### src/rtl/seg7_scroll_display.sv
// Multiplexed seven-segment display with a character FIFO. Each popped nibble scrolls in at
// digit 0 and either appears at once or is drawn in one segment per animation frame.
module seg7_scroll_display #(
    parameter int NUM_DIGITS = 4,
    parameter int FIFO_DEPTH = 4,
    parameter int TICK_DIV   = 200000,
    parameter int SCAN_DIV   = 1000
) (
    input  logic                  clk,
    input  logic                  reset,
    input  logic                  char_valid,
    input  logic [3:0]            char_data,
    output logic                  char_ready,
    input  logic                  mode,
    output logic [6:0]            seg,
    output logic [NUM_DIGITS-1:0] digit_sel,
    output logic                  busy
);

    localparam int PTR_W  = $clog2(FIFO_DEPTH);
    localparam int CNT_W  = $clog2(FIFO_DEPTH + 1);
    localparam int TICK_W = $clog2(TICK_DIV);
    localparam int SCAN_W = (SCAN_DIV > 1) ? $clog2(SCAN_DIV) : 1;
    localparam int IDX_W  = $clog2(NUM_DIGITS);

    localparam logic [6:0]            MASK_FULL = 7'h7F;
    localparam logic [CNT_W-1:0]      CNT_FULL  = CNT_W'(FIFO_DEPTH);
    localparam logic [TICK_W-1:0]     TICK_LAST = TICK_W'(TICK_DIV - 1);
    localparam logic [SCAN_W-1:0]     SCAN_LAST = SCAN_W'(SCAN_DIV - 1);
    localparam logic [IDX_W-1:0]      IDX_LAST  = IDX_W'(NUM_DIGITS - 1);
    localparam logic [NUM_DIGITS-1:0] SEL_ONE   = NUM_DIGITS'(1);

    typedef enum logic {
        S_IDLE,
        S_DRAW
    } state_e;

    // ------------------------------------------------------------------
    // Character FIFO
    // ------------------------------------------------------------------
    logic [3:0]       fifo_mem [FIFO_DEPTH];
    logic [PTR_W-1:0] wr_ptr_q, wr_ptr_d;
    logic [PTR_W-1:0] rd_ptr_q, rd_ptr_d;
    logic [CNT_W-1:0] count_q, count_d;
    logic             full_q, full_d;
    logic             empty_q, empty_d;
    logic             push;
    logic             pop;

    // A pop frees a slot only on the following cycle; the registered full flag gates the push.
    assign push       = char_valid && !full_q;
    assign char_ready = !full_q;

    // NOTE: every combinational output gets a default first, so no path leaves it unassigned
    // and no latch is inferred.
    always_comb begin
        wr_ptr_d = wr_ptr_q;
        rd_ptr_d = rd_ptr_q;
        count_d  = count_q;
        if (push) begin
            wr_ptr_d = wr_ptr_q + 1'b1;
        end
        if (pop) begin
            rd_ptr_d = rd_ptr_q + 1'b1;
        end
        case ({push, pop})
            2'b10:   count_d = count_q + 1'b1;
            2'b01:   count_d = count_q - 1'b1;
            default: count_d = count_q;
        endcase
        full_d  = (count_d == CNT_FULL);
        empty_d = (count_d == '0);
    end

    // NOTE: the storage array carries no reset; the pointers and count alone define its contents.
    always_ff @(posedge clk) begin
        if (push) begin
            fifo_mem[wr_ptr_q] <= char_data;
        end
    end

    // ------------------------------------------------------------------
    // Draw-in state machine
    // ------------------------------------------------------------------
    state_e            state_q, state_d;
    logic [6:0]        mask_q, mask_d;
    logic [TICK_W-1:0] tick_q, tick_d;

    always_comb begin
        state_d = state_q;
        mask_d  = mask_q;
        tick_d  = tick_q;
        pop     = 1'b0;
        case (state_q)
            S_IDLE: begin
                if (!empty_q) begin
                    pop = 1'b1;
                    if (mode) begin
                        mask_d = MASK_FULL;
                    end else begin
                        mask_d  = 7'h00;
                        tick_d  = '0;
                        state_d = S_DRAW;
                    end
                end
            end
            S_DRAW: begin
                if (tick_q == TICK_LAST) begin
                    tick_d = '0;
                    // Adding one ripples into the lowest clear bit; OR keeps the bits below it set.
                    mask_d = mask_q | (mask_q + 7'd1);
                    if (mask_d == MASK_FULL) begin
                        state_d = S_IDLE;
                    end
                end else begin
                    tick_d = tick_q + 1'b1;
                end
            end
            default: state_d = S_IDLE;
        endcase
    end

    assign busy = (state_q == S_DRAW);

    // ------------------------------------------------------------------
    // Digit store (entry 0 is the rightmost digit)
    // ------------------------------------------------------------------
    logic [NUM_DIGITS-1:0] ent_valid_q, ent_valid_d;
    logic [3:0]            ent_nib_q [NUM_DIGITS];
    logic [3:0]            ent_nib_d [NUM_DIGITS];

    always_comb begin
        ent_valid_d = ent_valid_q;
        ent_nib_d   = ent_nib_q;
        if (pop) begin
            ent_valid_d = {ent_valid_q[NUM_DIGITS-2:0], 1'b1};
            for (int i = NUM_DIGITS - 1; i > 0; i--) begin
                ent_nib_d[i] = ent_nib_q[i-1];
            end
            ent_nib_d[0] = fifo_mem[rd_ptr_q];
        end
    end

    // ------------------------------------------------------------------
    // Digit scan
    // ------------------------------------------------------------------
    logic [SCAN_W-1:0]     scan_cnt_q, scan_cnt_d;
    logic [IDX_W-1:0]      scan_idx_q, scan_idx_d;
    logic [NUM_DIGITS-1:0] digit_sel_q, digit_sel_d;

    always_comb begin
        scan_cnt_d = scan_cnt_q + 1'b1;
        scan_idx_d = scan_idx_q;
        if (scan_cnt_q == SCAN_LAST) begin
            scan_cnt_d = '0;
            scan_idx_d = (scan_idx_q == IDX_LAST) ? '0 : scan_idx_q + 1'b1;
        end
        // Derived from the next index so the registered select stays aligned with scan_idx_q.
        digit_sel_d = SEL_ONE << scan_idx_d;
    end

    assign digit_sel = digit_sel_q;

    // ------------------------------------------------------------------
    // Segment output
    // ------------------------------------------------------------------
    function automatic logic [6:0] hex_decode(input logic [3:0] nib);
        logic [6:0] pat;
        case (nib)
            4'h0:    pat = 7'h3F;
            4'h1:    pat = 7'h06;
            4'h2:    pat = 7'h5B;
            4'h3:    pat = 7'h4F;
            4'h4:    pat = 7'h66;
            4'h5:    pat = 7'h6D;
            4'h6:    pat = 7'h7D;
            4'h7:    pat = 7'h07;
            4'h8:    pat = 7'h7F;
            4'h9:    pat = 7'h6F;
            4'hA:    pat = 7'h77;
            4'hB:    pat = 7'h7C;
            4'hC:    pat = 7'h39;
            4'hD:    pat = 7'h5E;
            4'hE:    pat = 7'h79;
            default: pat = 7'h71;
        endcase
        return pat;
    endfunction

    logic [6:0] seg_raw;

    always_comb begin
        seg_raw = ent_valid_q[scan_idx_q] ? hex_decode(ent_nib_q[scan_idx_q]) : 7'h00;
        seg     = (scan_idx_q == '0) ? (seg_raw & mask_q) : seg_raw;
    end

    // ------------------------------------------------------------------
    // State registers
    // ------------------------------------------------------------------
    // NOTE: state registers use non-blocking assignments so every flop samples pre-edge values.
    always_ff @(posedge clk) begin
        if (reset) begin
            wr_ptr_q    <= '0;
            rd_ptr_q    <= '0;
            count_q     <= '0;
            full_q      <= 1'b0;
            empty_q     <= 1'b1;
            state_q     <= S_IDLE;
            mask_q      <= MASK_FULL;
            tick_q      <= '0;
            ent_valid_q <= '0;
            for (int i = 0; i < NUM_DIGITS; i++) begin
                ent_nib_q[i] <= 4'h0;
            end
            scan_cnt_q  <= '0;
            scan_idx_q  <= '0;
            digit_sel_q <= SEL_ONE;
        end else begin
            wr_ptr_q    <= wr_ptr_d;
            rd_ptr_q    <= rd_ptr_d;
            count_q     <= count_d;
            full_q      <= full_d;
            empty_q     <= empty_d;
            state_q     <= state_d;
            mask_q      <= mask_d;
            tick_q      <= tick_d;
            ent_valid_q <= ent_valid_d;
            ent_nib_q   <= ent_nib_d;
            scan_cnt_q  <= scan_cnt_d;
            scan_idx_q  <= scan_idx_d;
            digit_sel_q <= digit_sel_d;
        end
    end

endmodule

### config.mk
export PLATFORM = sky130hd
export DESIGN_NAME = seg7_scroll_display
export DESIGN_NICKNAME = d
export VERILOG_FILES = /design/src/rtl/seg7_scroll_display.sv
export SDC_FILE = /design/constraint.sdc
export NUM_CORES = 1
export LEC_CHECK = 0
export ABC_AREA = 1
export CAP_MARGIN = 25
export CORE_ASPECT_RATIO = 0.8
export CORE_MARGIN = 3
export CORE_UTILIZATION = 40
export CTS_CLUSTER_DIAMETER = 50
export DETAILED_ROUTE_END_ITERATION = 8
export SETUP_SLACK_MARGIN = 0.02
export SYNTH_ARGS = -nofsm -noshare
export SYNTH_HDL_FRONTEND = slang
export SYNTH_SLANG_ARGS = --single-unit
export TNS_END_PERCENT = 5
### constraint.sdc
create_clock -name clk -period 2.4 [get_ports clk]
set_input_delay 0.36 -clock clk [delete_from_list [all_inputs] [get_ports clk]]
set_output_delay 0.36 -clock clk [all_outputs]
set_load 0.05 [all_outputs]
==> out/metrics.yaml, run 1 <==
grt_pass1_wl_microns: 16800
grt_usage: 0.169
power.total_w: 0.00529
synth_top_area_share: 0.319
min_from: "scan_cnt_q[9]"
grt_use_met2: 0.250
clk_latency_ns: 0.34
fin_cells: 780
whs_ns: 0.466
rsz0062_at_grt: "yes"
synth_edf_count: 16
p_leak_nw: 2.13
ys_types: 39
antenna_found_initial: 0
viasPerCell: 5.07
path_depth: 10
cts_buffers: 9
hold_violations: 0
grt_busiest_layer: "met2"
cp_slowest_cell: "dfxtp_4"
setup_tns_ns: -0.0449
worstHoldPathType: "flop to flop"
slowest_delay_ns: 0.37
required_ns: 2.04
finalSetupViolCount: 1
finish.instance_area_sq_um: 5410
fmaxAchievable_mhz: 409
initial_core_util: 0.422
synth-main-ff-cell: "dfxtp_1"
cp-start-kind: "flop"
path_clk_slew_ns: 0.07
antenna_cells: 0
worstPathCellList: "buf_6 -> a21oi_2 -> o21ai_1 -> nand2_2 -> inv_2 -> ha_4 -> nand2_2 -> o211ai_1 -> nor2_2 -> buf_12"
antenna_left: 0
async_flop_share: 0
syn_area_sq_um: 4460
layout_setup_ws_ns: -0.0449
grt.met3_usage: 0.0490
worstPathMaxFanout: 6
reg2reg_to: "full_q"
critPathMostFrequentCell: "nand2_2"
crit_buf_inv: 3
clockBufferDepth: 2
arrival_ns: 2.08
dp_cells: 752
cts-htree-levels: 3
placed_area_sq_um: 4860
finalWirelength_microns: 10200
cts_sinks: 87
finalCriticalPeriod_ns: 2.44
slew_viol_final: 0
grt_max_degree: 29
grt_util_met1: 0.240
syn_inst: 605
relSlewSlack: 0.632
syn_to_final_growth_pct: 21.4
worst_pin_slew_ns: 0.547
reg2reg_depth: 9
endpoint_kind: "output port"
cts_tree: "built"
grt_overflow: 0
fp.dieW_microns: 124
gp_congestion: 0.964
cp_top_family: "simple AND/OR/NAND/NOR gates"
drive_above_1_share: 0.153
maxCapViolations: 0
power_per_cell_area_nw_per_um2: 977
finalCritPeriodShare: 1.02
dieArea_sq_um: 12500
drtPass1Iterations: 5
syn_area_per_cell_sq_um: 7.37
drc: 0
fin_skew_ns: 0.00629
run_status: "finished, violations left"
r2r_setup_slack_ns: 0.53
first_global_vias: 3573
ys_seq_elements: 87
violations: "setup timing"
die_h_microns: 100
r2r_start: "empty_q"
syn_nets: 629
synth_top_area_cell: "dfxtp_1"
via_count: 3952
nets: 659
wl_per_cell_microns: 13.1
core_area_sq_um: 10600
ys_warn_count: 0
whs_path_depth: 2
holdPathEnd: "scan_cnt_q[9]"
synth_area_leaders: "dfxtp_1 32%, edfxtp_1 11%, nand2_1 9.6%"
rows: 33
drt_iter0_drc: 288
cts_root_buffer: "clkbuf_16"
hpwlAfterDp_microns: 6870
ios: 21
worstSetupPathType: "flop to output port"
ir_drop_mv: 0.418
io_buffers: 20
yosysSeqAreaShare: 0.427
## repair_timing
item                       4_1_cts  5_1_grt
setup endpoints to repair        7        7
hold endpoints to repair         0        0
pin swaps                        5       20
gates resized for setup         15       34
setup buffers                    6        5
hold buffers                     0        0
cloned                           0        1
## state kept, by name, indices dropped and copies added (netlist names)
signal       count
empty_q          1
ent_valid_q      4
scan_cnt_q      10
busy             1
tick_q          18
full_q           1
count_q          3
wr_ptr_q         2
rd_ptr_q         2
scan_idx_q       2
digit_sel        4
fifo_mem        16
ent_nib_q       16
mask_q           7
## logic make-up (layout without fill, tap and decap cells)
group                    after synthesis  count (layout)  synth area share
AND/OR/NAND/NOR                      289             290             0.291
XOR/XNOR                               7               7            0.0138
AO/OA/AOI/OAI                        112             112             0.136
flip-flops                            87              87             0.427
buffers and inverters                 94             128            0.0856
adder cells (fa/ha/maj)               16              16            0.0466
## area by class of cell
type                       instances  area, sq um
clock buffer                      10          229
fill                            1055         5160
tap                              140          175
timing repair buffer              40          438
clock inverter                     6         67.6
sequential                        87         1910
inverter                          72          278
multi-input combinational        425         2320
## tightest hold or removal path: stages, from the launching register on
cell     delay (ns)
dfxtp_1        0.31
nand2_1        0.06
a21oi_1        0.05
## how the worst max path moves through the flow
stage / from / end / slack (ns)
after detailed placement: scan_idx_q[1] / seg[1] / 0.16
after global routing: scan_idx_q[0] / seg[5] / -0.17
after floorplan: scan_idx_q[0] / seg[1] / -0.14
after global placement: scan_idx_q[0] / seg[3] / 0.23
final: scan_idx_q[0] / seg[5] / -0.04
after CTS: scan_idx_q[0] / seg[3] / 0.02
## cells in the mapped netlist, drive strengths merged, types with 3 or more instances
cell type	number
a21oi	52
buf	13
clkbuf	9
dfxtp	71
edfxtp	16
ha	15
inv	71
nand2	121
nand3	50
nand4	12
nor2	88
nor3	11
o211ai	9
o21ai	45
o32ai	4
or2	4
xnor2	3
xor2	4
## where the power goes
| part | total (W) | internal (W) | switching (W) |
|---|---|---|---|
| sequential | 0.00192 | 0.00174 | 0.000174 |
| combinational | 0.00197 | 0.000757 | 0.00122 |
| clock | 0.00140 | 0.000813 | 0.000588 |
## through the flow
| stage | worst slack (ns) | utilization |
|---|---|---|
| after global placement | 0.225 | 0.460 |
| after global routing | -0.168 | 0.512 |
| after detailed placement | 0.162 | 0.460 |
| after CTS | 0.0220 | 0.496 |
| final | -0.0449 | 0.512 |
| after floorplan | -0.141 | - |
## layer usage
| metal | vias to the layer above | wire (microns) |
|---|---|---|
| met3 | 12 | 496 |
| met2 | 87 | 4400 |
| li1 | 2048 | - |
| met5 | - | 0 |
| met4 | 0 | 163 |
| met1 | 1805 | 5160 |
## layout by cell type (no fill, tap or decap), drive strengths merged
cell type      instances
o21bai                 1
o21a                   1
o32ai                  4
clkinv                 3
nand3b                 1
o21ai                 45
nor2                  88
dfxtp                 71
nand4                 12
nand2                122
inv                   73
or2                    4
bufinv                 1
nand3                 50
xnor2                  3
buf                   27
nor3                  11
ha                    15
clkdlybuf4s50         12
nor3b                  1
a21oi                 52
xor2                   4
clkinvlp               1
o211ai                 9
nor4                   1
clkbuf                11
fa                     1
edfxtp                16
Note: power is estimated with default switching activity, not from simulation.
==> inputs of run 2 (changes only) <==
--- a/config.mk
+++ b/config.mk
@@ -6,13 +6,12 @@
 export NUM_CORES = 1
 export LEC_CHECK = 0
 export ABC_AREA = 1
-export CAP_MARGIN = 25
 export CORE_ASPECT_RATIO = 0.8
 export CORE_MARGIN = 3
 export CORE_UTILIZATION = 40
 export CTS_CLUSTER_DIAMETER = 50
 export DETAILED_ROUTE_END_ITERATION = 8
-export SETUP_SLACK_MARGIN = 0.02
+export SETUP_SLACK_MARGIN = 0.15
 export SYNTH_ARGS = -nofsm -noshare
 export SYNTH_HDL_FRONTEND = slang
 export SYNTH_SLANG_ARGS = --single-unit
==> out/metrics.yaml, run 2 (synthesized netlist as in run 1, its figures left out) <==
slowest_delay_ns: 0.40
intPower_w: 0.00312
nets: 653
fp.dieW_microns: 124
ios: 21
run_status: "completed"
cts_sinks: 87
finalCritPeriodShare: 0.970
worstPathMaxFanout: 9
grt_overflow: 0
multiInputGateArea_sq_um: 2200
whs_path_depth: 2
path_clk_slew_ns: 0.06
ff_latch_area_sq_um: 1910
grt_max_degree: 30
ir_drop_mv: 0.404
hold_violations: 0
cts_hold_buffers: 0
num-fill-cells: 1060
power_per_cell_area_nw_per_um2: 955
clk_latency_ns: 0.34
r2r_setup_slack_ns: 0.60
worstSetupPathType: "flop to output port"
min_from: "scan_cnt_q[9]"
cp_slowest_cell: "dfxtp_4"
fmaxAchievable_mhz: 430
antenna_found_initial: 0
drive_above_1_share: 0.121
cp-start-kind: "flop"
wl_per_cell_microns: 12.5
gp_congestion: 0.958
comb_power_share: 0.355
hpwlAfterDp_microns: 6800
worstHoldPathType: "flop to flop"
clockBufferDepth: 2
drtPass1Iterations: 7
cts_buffers: 9
viasPerCell: 5.00
largest_reg_flops: 18
reg2reg_depth: 9
setup_tns_ns: 0
slew_viol_final: 0
grt_usage: 0.164
maxCapViolations: 0
arrival_ns: 1.97
relSlewSlack: 0.663
top_regs: "tick_q x18, ent_nib_q x16, fifo_mem x16"
clock_power_share: 0.260
fin_skew_ns: 0.00698
finalCriticalPeriod_ns: 2.33
final_cell_mix: "113 x nand2_1, 78 x nor2_1, 69 x dfxtp_1"
initial_core_util: 0.422
p_sw_w: 0.00186
rows: 33
first_global_vias: 3503
drt_iter0_drc: 334
io_buffers: 20
antenna_cells: 0
worst_pin_slew_ns: 0.503
required_ns: 2.04
syn_to_final_growth_pct: 16.9
final_common_cell: "nand2_1"
power.total_w: 0.00498
top_register: "tick_q"
drc: 0
dieArea_sq_um: 12500
r2r_start: "empty_q"
die_h_microns: 100
cts_root_buffer: "clkbuf_16"
p_sw_frac: 0.373
cts-htree-levels: 3
finalWirelength_microns: 9640
endpoint_kind: "output port"
cts_tree: "built"
via_count: 3868
grt_pass1_wl_microns: 16300
finalSetupViolCount: 0
antenna_left: 0
p_leak_nw: 2.08
rsz0062_at_grt: "yes"
holdPathEnd: "scan_cnt_q[9]"
core_area_sq_um: 10600
post-route-util: 0.493
reg2reg_to: "full_q"
p_seq_frac: 0.385
worstPathCellList: "inv_1 -> buf_4 -> ha_1 -> inv_1 -> nor2_1 -> nor2_1 -> nand3_1 -> nor2_2 -> buf_12"
## run 2: changes by cell type in the layout (fill, tap and decap cells not counted), moves of 2 or more
cell	before	now
ha_4	4	0
a21oi_1	49	51
nand2_4	3	1
nand2_2	11	7
buf_6	4	0
nor2_4	4	2
ha_1	10	14
a21oi_2	3	1
nand2_1	108	113
## run 2: how the worst max path moves through the flow
stage / start / cells after the start / slack, ns / to
2_1_floorplan: scan_idx_q[0] / 9 / -0.02 / seg[3]
4_1_cts: scan_idx_q[0] / 11 / 0.07 / seg[1]
5_1_grt: scan_idx_q[0] / 11 / -0.10 / seg[1]
3_5_place_dp: scan_idx_q[0] / 11 / 0.08 / seg[3]
6_report: scan_idx_q[1] / 9 / 0.07 / seg[0]
3_3_place_gp: scan_idx_q[0] / 11 / 0.16 / seg[3]
## run 2: per-stage QoR
step	instances	hold slack (ns)	instance area [sq um]	setup slack, ns
after floorplan	605	0.429	4470	-0.0245
after global placement	751	0.451	4860	0.163
after detailed placement	751	0.455	4860	0.0783
after CTS	774	0.464	5210	0.0653
after global routing	774	0.497	5210	-0.101
final	774	0.464	5210	0.0723
## run 2: power groups by stage
stage / Combinational [W] / Sequential [W] / Clock (W)
2_1_floorplan: 0.00121 / 0.00189 / 0
3_3_place_gp: 0.00166 / 0.00194 / 0
3_5_place_dp: 0.00168 / 0.00195 / 0
4_1_cts: 0.00177 / 0.00191 / 0.00133
5_1_grt: 0.00198 / 0.00195 / 0.00139
6_report: 0.00177 / 0.00192 / 0.00129
## run 2: timing repair
| item | in CTS | in global routing |
|---|---|---|
| buffers inserted | 7 | 0 |
| pin swaps | 8 | 3 |
| resized for setup | 15 | 1 |
| gates cloned | 0 | 0 |
| setup endpoints to repair | 7 | 7 |
## run 2: critical path: cells and delay by family, from the launching register on
| kind | cells | cell delay [ns] |
|---|---|---|
| adders and majority gates | 1 | 0.23 |
| buffers and inverters | 4 | 0.54 |
| and+or+nand+nor | 4 | 0.46 |
| DFF | 1 | 0.40 |
## run 2: per-layer routing
metal	global-route usage	wire, microns	up-vias
met2	0.245	4170	70
met3	0.0428	382	8
met5	0	0	-
li1	-	-	2032
met1	0.234	4980	1758
met4	0.0455	103	0
## run 2: area by class of cell
| type | count | share of cell area |
|---|---|---|
| Clock inverter | 6 | 0.00840 |
| Sequential cell | 87 | 0.366 |
| Timing Repair Buffer | 35 | 0.0730 |
| Multi-Input combinational cell | 424 | 0.422 |
| Inverter | 72 | 0.0528 |
| Clock buffer | 10 | 0.0439 |
| Tap cell | 140 | 0.0336 |
